**config.mk**
```make
export PLATFORM = sky130hd
export DESIGN_NAME = pulse_meter
export DESIGN_NICKNAME = d
export VERILOG_FILES = /design/src/rtl/pulse_meter.sv
export SDC_FILE = /design/constraint.sdc
export NUM_CORES = 1
export LEC_CHECK = 0
export BUFFER_PORTS_ARGS = -buffer_cell sky130_fd_sc_hd__buf_2
export CAP_MARGIN = 20
export CORE_MARGIN = 1
export CORE_UTILIZATION = 55
export CTS_BUF_LIST = sky130_fd_sc_hd__clkbuf_4 sky130_fd_sc_hd__clkbuf_8
export DETAILED_ROUTE_END_ITERATION = 8
export PLACE_DENSITY = 0.8
export SLEW_MARGIN = 40
export SYNTH_ARGS = -nofsm -noshare
export SYNTH_HDL_FRONTEND = slang
export SYNTH_SLANG_ARGS = --single-unit
```
**constraint.sdc**
```tcl
create_clock -name clk -period 2.3 [get_ports clk]
set_clock_uncertainty 0.15 [all_clocks]
set_input_delay 0.115 -clock clk [delete_from_list [all_inputs] [get_ports clk]]
set_output_delay 0.115 -clock clk [all_outputs]
set_load 0.02 [all_outputs]
```
**src/rtl/pulse_meter.sv**
```systemverilog
// Pulse-width meter: synchronizes an async pulse line and reports high time
// in clk cycles, with glitch rejection and overflow detection.
module pulse_meter #(
    parameter int SYNC_STAGES = 2,
    parameter int CNT_W       = 33,
    parameter int MIN_CYCLES  = 2,
    parameter int MAX_CYCLES  = 2500000
) (
    input  logic             clk,
    input  logic             rst,
    input  logic             pulse_in,
    output logic [CNT_W-1:0] width,
    output logic             width_valid,
    output logic             glitch,
    output logic             overflow,
    output logic             busy
);

    typedef enum logic [1:0] {
        WAIT_LOW,
        IDLE,
        MEASURE,
        TIMEOUT
    } state_t;

    localparam logic [CNT_W-1:0] MIN_C = CNT_W'(MIN_CYCLES);
    localparam logic [CNT_W-1:0] MAX_C = CNT_W'(MAX_CYCLES);
    localparam logic [CNT_W-1:0] ONE   = CNT_W'(1);

    state_t                 state;
    state_t                 state_n;
    logic [SYNC_STAGES-1:0] sync;
    logic [SYNC_STAGES-1:0] primed;
    logic [CNT_W-1:0]       cnt;
    logic [CNT_W-1:0]       cnt_n;
    logic [CNT_W-1:0]       width_n;
    logic                   width_valid_n;
    logic                   glitch_n;
    logic                   overflow_n;
    logic                   s;
    logic                   chain_full;

    assign s          = sync[SYNC_STAGES-1];
    assign chain_full = &primed;
    assign busy       = (state == MEASURE) || (state == TIMEOUT);

    // The chain resets to 0, so its output only reflects real samples of
    // pulse_in once it has been refilled; WAIT_LOW holds until then.
    always_ff @(posedge clk) begin
        if (rst) begin
            sync   <= '0;
            primed <= '0;
        end else begin
            sync   <= {sync[SYNC_STAGES-2:0], pulse_in};
            primed <= {primed[SYNC_STAGES-2:0], 1'b1};
        end
    end

    always_ff @(posedge clk) begin
        if (rst) begin
            state       <= WAIT_LOW;
            cnt         <= '0;
            width       <= '0;
            width_valid <= 1'b0;
            glitch      <= 1'b0;
            overflow    <= 1'b0;
        end else begin
            state       <= state_n;
            cnt         <= cnt_n;
            width       <= width_n;
            width_valid <= width_valid_n;
            glitch      <= glitch_n;
            overflow    <= overflow_n;
        end
    end

    always_comb begin
        state_n       = state;
        cnt_n         = cnt;
        width_n       = width;
        width_valid_n = 1'b0;
        glitch_n      = 1'b0;
        overflow_n    = 1'b0;
        unique case (state)
            WAIT_LOW: begin
                if (chain_full && !s) begin
                    state_n = IDLE;
                end
            end
            IDLE: begin
                if (s) begin
                    state_n = MEASURE;
                    cnt_n   = ONE;
                end
            end
            MEASURE: begin
                if (s) begin
                    if (cnt == MAX_C) begin
                        overflow_n = 1'b1;
                        state_n    = TIMEOUT;
                    end else begin
                        cnt_n = cnt + ONE;
                    end
                end else if (cnt < MIN_C) begin
                    glitch_n = 1'b1;
                    state_n  = IDLE;
                end else begin
                    width_n       = cnt;
                    width_valid_n = 1'b1;
                    state_n       = IDLE;
                end
            end
            TIMEOUT: begin
                if (!s) begin
                    state_n = IDLE;
                end
            end
            default: begin
                state_n = WAIT_LOW;
            end
        endcase
    end

endmodule

```
Word level (Yosys, flattened, before mapping):

Cells that the tools add are included.

* flip-flop bits (word level): 75
* latch bits: 0
* bits in writable memories: 0
* memory bits (read-only): 0
* input port bits: 3
* word-level logic and storage cells: 49
* memories kept: 0

* add/sub/neg operators: 1
* multiply operators: 0
* divide/modulo/power cells: 0
* $lt $le $gt $ge: 1
* equality and inequality tests: 10
* shift-type cells: 0
* multiplexer cells: 14
* bitwise operators: 3
* reductions and logical operators: 11

Operator list (count)
* $mux W33: 3
* $pmux W33 S2: 1
* $add A33 B1 Y33 const B: 1
* $eq A33 B22 Y1 const B: 1
* $lt A33 B2 Y1 const B: 1
* $mux W2: 5
* $ne A2 B2 Y1 const B: 5
* $pmux W2 S4: 1
* $reduce_and A4 Y1: 2
* $reduce_or A3 Y1: 2
* $eq A2 B2 Y1 const B: 2
* $mux W1: 4
* $ne A3 B2 Y1 const B: 1
* $not A1 Y1: 3
* $reduce_and A3 Y1: 1
* $eq A2 B1 Y1 const B: 1
* $logic_not A2 Y1: 1
* $reduce_and A2 Y1: 1
* $reduce_bool A2 Y1: 1
* $logic_and A1 B1 Y1: 1
* $logic_not A1 Y1: 1
* $logic_or A1 B1 Y1: 1

Depth between registers and ports, before layout:

* depth after elaboration: 4
* mapped depth: 9

Least setup slack after synthesis:

Ideal clock, no wire load.

* kind: reg-to-reg
* from: register cnt[0]
* to: register cnt[0]
* arrival time: 1.706 ns
* required time: 2.034 ns
* path slack: 0.328 ns
* cell stages (with the launch flop): 10
* path buffers: 2
* cells stage by stage: dfxtp_1 inv_1 ha_1 nand4_1 or3_4 o31ai_2 buf_4 buf_6 nand3_1 o211a_1

* word-level cells in the longest chain between the ends: 4
* elaborated cells on any way between the ends: 7
* classes of those cells: add/sub: 1; eq/ne: 2; mux: 3; reduce/logical: 1

RTL lines
* start: declaration: line 34 `logic [CNT_W-1:0] cnt;`
* start signal: assignment: line 69 `cnt <= cnt_n;`
* $add A33 B1 Y33: line 102 `cnt_n = cnt + ONE;`
* $mux W33: line 98 `if (cnt == MAX_C) begin`
* $mux W33: line 97 `if (s) begin`
* $pmux W33 S2: line 84 `unique case (state)`

Several ways; a longest one is shown, not always the timed one. The select of a mux whose other input is x is not followed.
A chain may end at the register's enable or synchronous reset.

Final worst setup path:

* from: register cnt[20]
* to: register width[23]

* word-level cells in the longest chain between the ends: 3

RTL lines
* $lt A33 B2 Y1: line 104 `end else if (cnt < MIN_C) begin`
* $not A1 Y1 (no source line)
* $reduce_and A3 Y1 (no source line)
* end signal: assignment: line 70 `width <= width_n;`
* end: declaration: line 12 `output logic [CNT_W-1:0] width,`

Every way passes these cells.

==> impl_metrics.ini <==
[cts]
numCtsBuffers = 9
clock_network_latency_to_the_later_pin_of_the_worst_skew_pair_ns = 0.35
clock_tree.root_cell = sky130_fd_sc_hd__clkbuf_8
maximum_count_of_clock_buffers_along_a_single_path = 2
cts_tree = yes
tritoncts_num_sinks = 75
clock_pin_slew_reported_for_the_worst_setup_and_hold_paths_after_clock_tree_synthesis_ns = 0.08
postCtsSetupRepairBufs = 0
cts_max_level = 3

[synth]
synth_area_per_cell_um2 = 9.19
ys_dominant_reg_cell = sky130_fd_sc_hd__dfxtp_1
ys_seq_elements = 75
post_synth_instance_area_mm2 = 0.00339
syn-num-nets = 379
synth_adder_area_share = 0.0258
postSynth.asyncResetShare = 0
yosysSeqAreaShare = 0.443
synth.mux.area_fraction = 0.109
netlist_instances = 369
dominant_combinational_cell_family_by_area_after_synthesis = simple AND/OR/NAND/NOR gates
post_synth_and_or_nand_nor_area_fraction = 0.265
synth_compound_gate_area_share = 0.0841
synth_top_area_cell = sky130_fd_sc_hd__dfxtp_1
post_synth_xor_area_fraction = 0.0232
yosysUniqueCellTypes = 45
post_synth_main_area_contributors = sky130_fd_sc_hd__dfxtp_1 44%, sky130_fd_sc_hd__mux2i_1 11%, sky130_fd_sc_hd__nor2_1 5.8%
synth.yosys.warnings = 0
yosys.area.top_type_share = 0.443
synth_enable_flop_cells = 0

[drt]
routed.top_layer = met4
ant_nets = 0
drt_wl_total_mm = 7.86
met3RoutedLength_um = 494
drcViolationCount = 0
drt-vias-per-instance = 5.87
detailedRoute.firstIterationViolations = 279
detailroute.via_count = 2952
drt_first_pass_iters = 5
drt-met1-wl_mm = 3.65
met2_wirelength_from_detailed_routing_mm = 3.50
post_drt_wl_per_cell_um = 15.6

[setup_path]
path_max_fanout = 12
worst_path_largest_cell_delay_ns = 0.38
cpMaxStageDelayCell = sky130_fd_sc_hd__dfxtp_1
timing.critical_path.arrival_ns = 2.30
timing.critical_path.max_delay_family = simple AND/OR/NAND/NOR gates
critPathKind = flip-flop to flip-flop
critical_path.startpoint_type = flip-flop
timing.critical_path.to_type = flip-flop
worst_path_buffer_plus_inverter_count = 1
cp_cell_instances = nor4_2, nand4_1, o311ai_4, buf_4, mux2i_1, nor2_1
cp_data_required_time_ns = 2.37

[sta]
period_share = 0.968
clock.fmax_mhz = 449
hold_violations = 0
rsz0062_at_grt = true
hold-worst-slack_ns = 0.299
slew-limit-headroom = 0.608
period_minus_slack_ns = 2.23
setup_violations = 0
tightestPinTransition_ns = 0.585
maxSlewViolCount = 0
final_worst_slack_ns = 0.0728

[power]
power.ir.vdd_worst_mv = 0.471
power_leakage_nw = 1.89
pwr_density_cell_mw_per_mm2 = 701

[die]
chipHeight_um = 80.5
fp.dieW_um = 80.5
die-area_mm2 = 0.00648
i_o_pin_total = 40
initial_core_utilization = 0.573
core_area_mm2 = 0.00592
fp-row-count = 28

[layout]
layout.nets = 434
instances_no_fill = 503
filler_cell_count = 453
fraction_of_layout_cells_with_a_size_suffix_above_1 = 0.210
antenna-diode-count = 0
flow.area_growth_from_synthesis_pct = 18.9

[place]
pre_cts_ws_ns = 0.0114
dp.cells = 486
dp.final_hpwl_mm = 5.53
io_buffer_count = 39
gp_routability_congestion = 0.909

[global_routing]
grt_max_degree = 44
grt_pass1_vias = 2656
antenna_violations_before_repair = 0
grt_util_all_layers = 0.257
grt_remaining_overflow = 0
grt_pass1_wl_mm = 12.5

[hold_path]
min_path_type = flip-flop to flip-flop

[run]
maxCapViolCount = 0

[outcome]
run_status = finished, final reports clean
report_power, final:
group          internal, mW  switching [mW]  leakage [nW]  total [mW]
sequential             1.31         0.00910         0.605        1.32
combinational        0.0337          0.0605          1.15      0.0942
clock                 0.947           0.472         0.140        1.42
total                  2.29           0.541          1.89        2.83
placed cells by master, fill, tap and decap left out, types with 4 or more instances in the layout:
| cell type | count |
|---|---|
| sky130_fd_sc_hd__nand2_1 | 27 |
| sky130_fd_sc_hd__inv_1 | 9 |
| sky130_fd_sc_hd__or3_1 | 10 |
| sky130_fd_sc_hd__and3_1 | 4 |
| sky130_fd_sc_hd__dfxtp_1 | 75 |
| sky130_fd_sc_hd__or4_1 | 7 |
| sky130_fd_sc_hd__xor2_1 | 6 |
| sky130_fd_sc_hd__nor2_1 | 52 |
| sky130_fd_sc_hd__nand2b_1 | 6 |
| sky130_fd_sc_hd__buf_2 | 39 |
| sky130_fd_sc_hd__nor4_1 | 8 |
| sky130_fd_sc_hd__nand3_1 | 16 |
| sky130_fd_sc_hd__o21ai_0 | 7 |
| sky130_fd_sc_hd__and2_1 | 4 |
| sky130_fd_sc_hd__nand4_1 | 12 |
| sky130_fd_sc_hd__o21ai_1 | 6 |
| sky130_fd_sc_hd__mux2i_1 | 37 |
| sky130_fd_sc_hd__nor3_1 | 4 |
| sky130_fd_sc_hd__buf_4 | 21 |
| sky130_fd_sc_hd__o31ai_1 | 4 |
| sky130_fd_sc_hd__ha_1 | 7 |
| sky130_fd_sc_hd__bufinv_16 | 5 |
| sky130_fd_sc_hd__a21oi_1 | 18 |
| sky130_fd_sc_hd__clkbuf_8 | 9 |
worst paths after layout:
path	to	cells past startpoint	slack, ns	startpoint
max	width[23]	6	0.07	cnt[20]
min	sync[1]	1	0.30	sync[0]
max reg2reg	width[23]	6	0.07	cnt[20]
min reg2reg	sync[1]	1	0.30	sync[0]
layout make-up:
cell class | count | area, um^2 | area share
Inverter | 9 | 33.8 | 0.00838
Clock buffer | 10 | 131 | 0.0326
Timing Repair Buffer | 63 | 384 | 0.0953
Multi-Input combinational cell | 266 | 1740 | 0.431
Tap cell | 75 | 93.8 | 0.0233
Clock inverter | 5 | 150 | 0.0372
Sequential cell | 75 | 1500 | 0.372
logic make-up (layout without fill, tap and decap cells):
logic type / after synthesis / after routing
AO/OA/AOI/OAI: 46 / 46
XOR/XNOR: 9 / 9
adder cells (fa/ha/maj): 7 / 7
buffers and inverters: 28 / 87
flip-flops: 75 / 75
multiplexers: 37 / 37
AND/OR/NAND/NOR: 167 / 167
registers in the layout (all words and copies together), names as in the netlist:
signal / count
width: 33
width_valid: 1
sync: 2
primed: 2
cnt: 33
state: 2
overflow: 1
glitch: 1
metal layers:
metal | vias to the layer above | track usage
met5 | - | 0
met2 | 132 | 0.384
met4 | 0 | 0.130
met3 | 23 | 0.0511
li1 | 1420 | -
met1 | 1377 | 0.349
worst reg2reg max path, cell delays in order (launching register included):
cell and delay [ns]:
sky130_fd_sc_hd__dfxtp_1 0.38, sky130_fd_sc_hd__nor4_2 0.33, sky130_fd_sc_hd__nand4_1 0.26, sky130_fd_sc_hd__o311ai_4 0.37, sky130_fd_sc_hd__buf_4 0.32, sky130_fd_sc_hd__mux2i_1 0.23, sky130_fd_sc_hd__nor2_1 0.06
per-stage QoR:
step | cell area, um^2 | TNS, ns | util | total power, mW
after floorplan | 3390 | 0 | - | 1.41
after global placement | 3720 | 0 | 0.628 | 1.43
after detailed placement | 3720 | 0 | 0.628 | 1.44
after CTS | 4030 | 0 | 0.680 | 2.83
after global routing | 4030 | -0.547 | 0.681 | 2.91
final | 4030 | 0 | 0.681 | 2.83
Yosys cell counts, types with 3 or more instances:
cell type	n
sky130_fd_sc_hd__buf_6	3
sky130_fd_sc_hd__a21oi_1	18
sky130_fd_sc_hd__o211ai_1	3
sky130_fd_sc_hd__nand4_1	12
sky130_fd_sc_hd__buf_8	3
sky130_fd_sc_hd__mux2i_1	37
sky130_fd_sc_hd__and2_1	4
sky130_fd_sc_hd__and3_1	4
sky130_fd_sc_hd__xor2_1	6
sky130_fd_sc_hd__nand3_1	16
sky130_fd_sc_hd__xnor2_1	3
sky130_fd_sc_hd__nor2_1	52
sky130_fd_sc_hd__o31ai_1	4
sky130_fd_sc_hd__ha_1	7
sky130_fd_sc_hd__nor2b_1	3
sky130_fd_sc_hd__or3_1	10
sky130_fd_sc_hd__o21ai_1	6
sky130_fd_sc_hd__nand2b_1	6
sky130_fd_sc_hd__nor4_1	9
sky130_fd_sc_hd__clkbuf_1	10
sky130_fd_sc_hd__inv_1	9
sky130_fd_sc_hd__dfxtp_1	75
sky130_fd_sc_hd__nor3_1	4
sky130_fd_sc_hd__nand2_1	27
sky130_fd_sc_hd__or4_1	7
sky130_fd_sc_hd__o21ai_0	7
timing repair:
item                                    CTS  global route
endpoints found under the setup margin    1            25
resized for setup                         1             1
hold buffers                              2             0
endpoints found under the hold margin     3             0
pin swaps                                 1             1
Note: power is estimated with default switching activity, not from simulation.
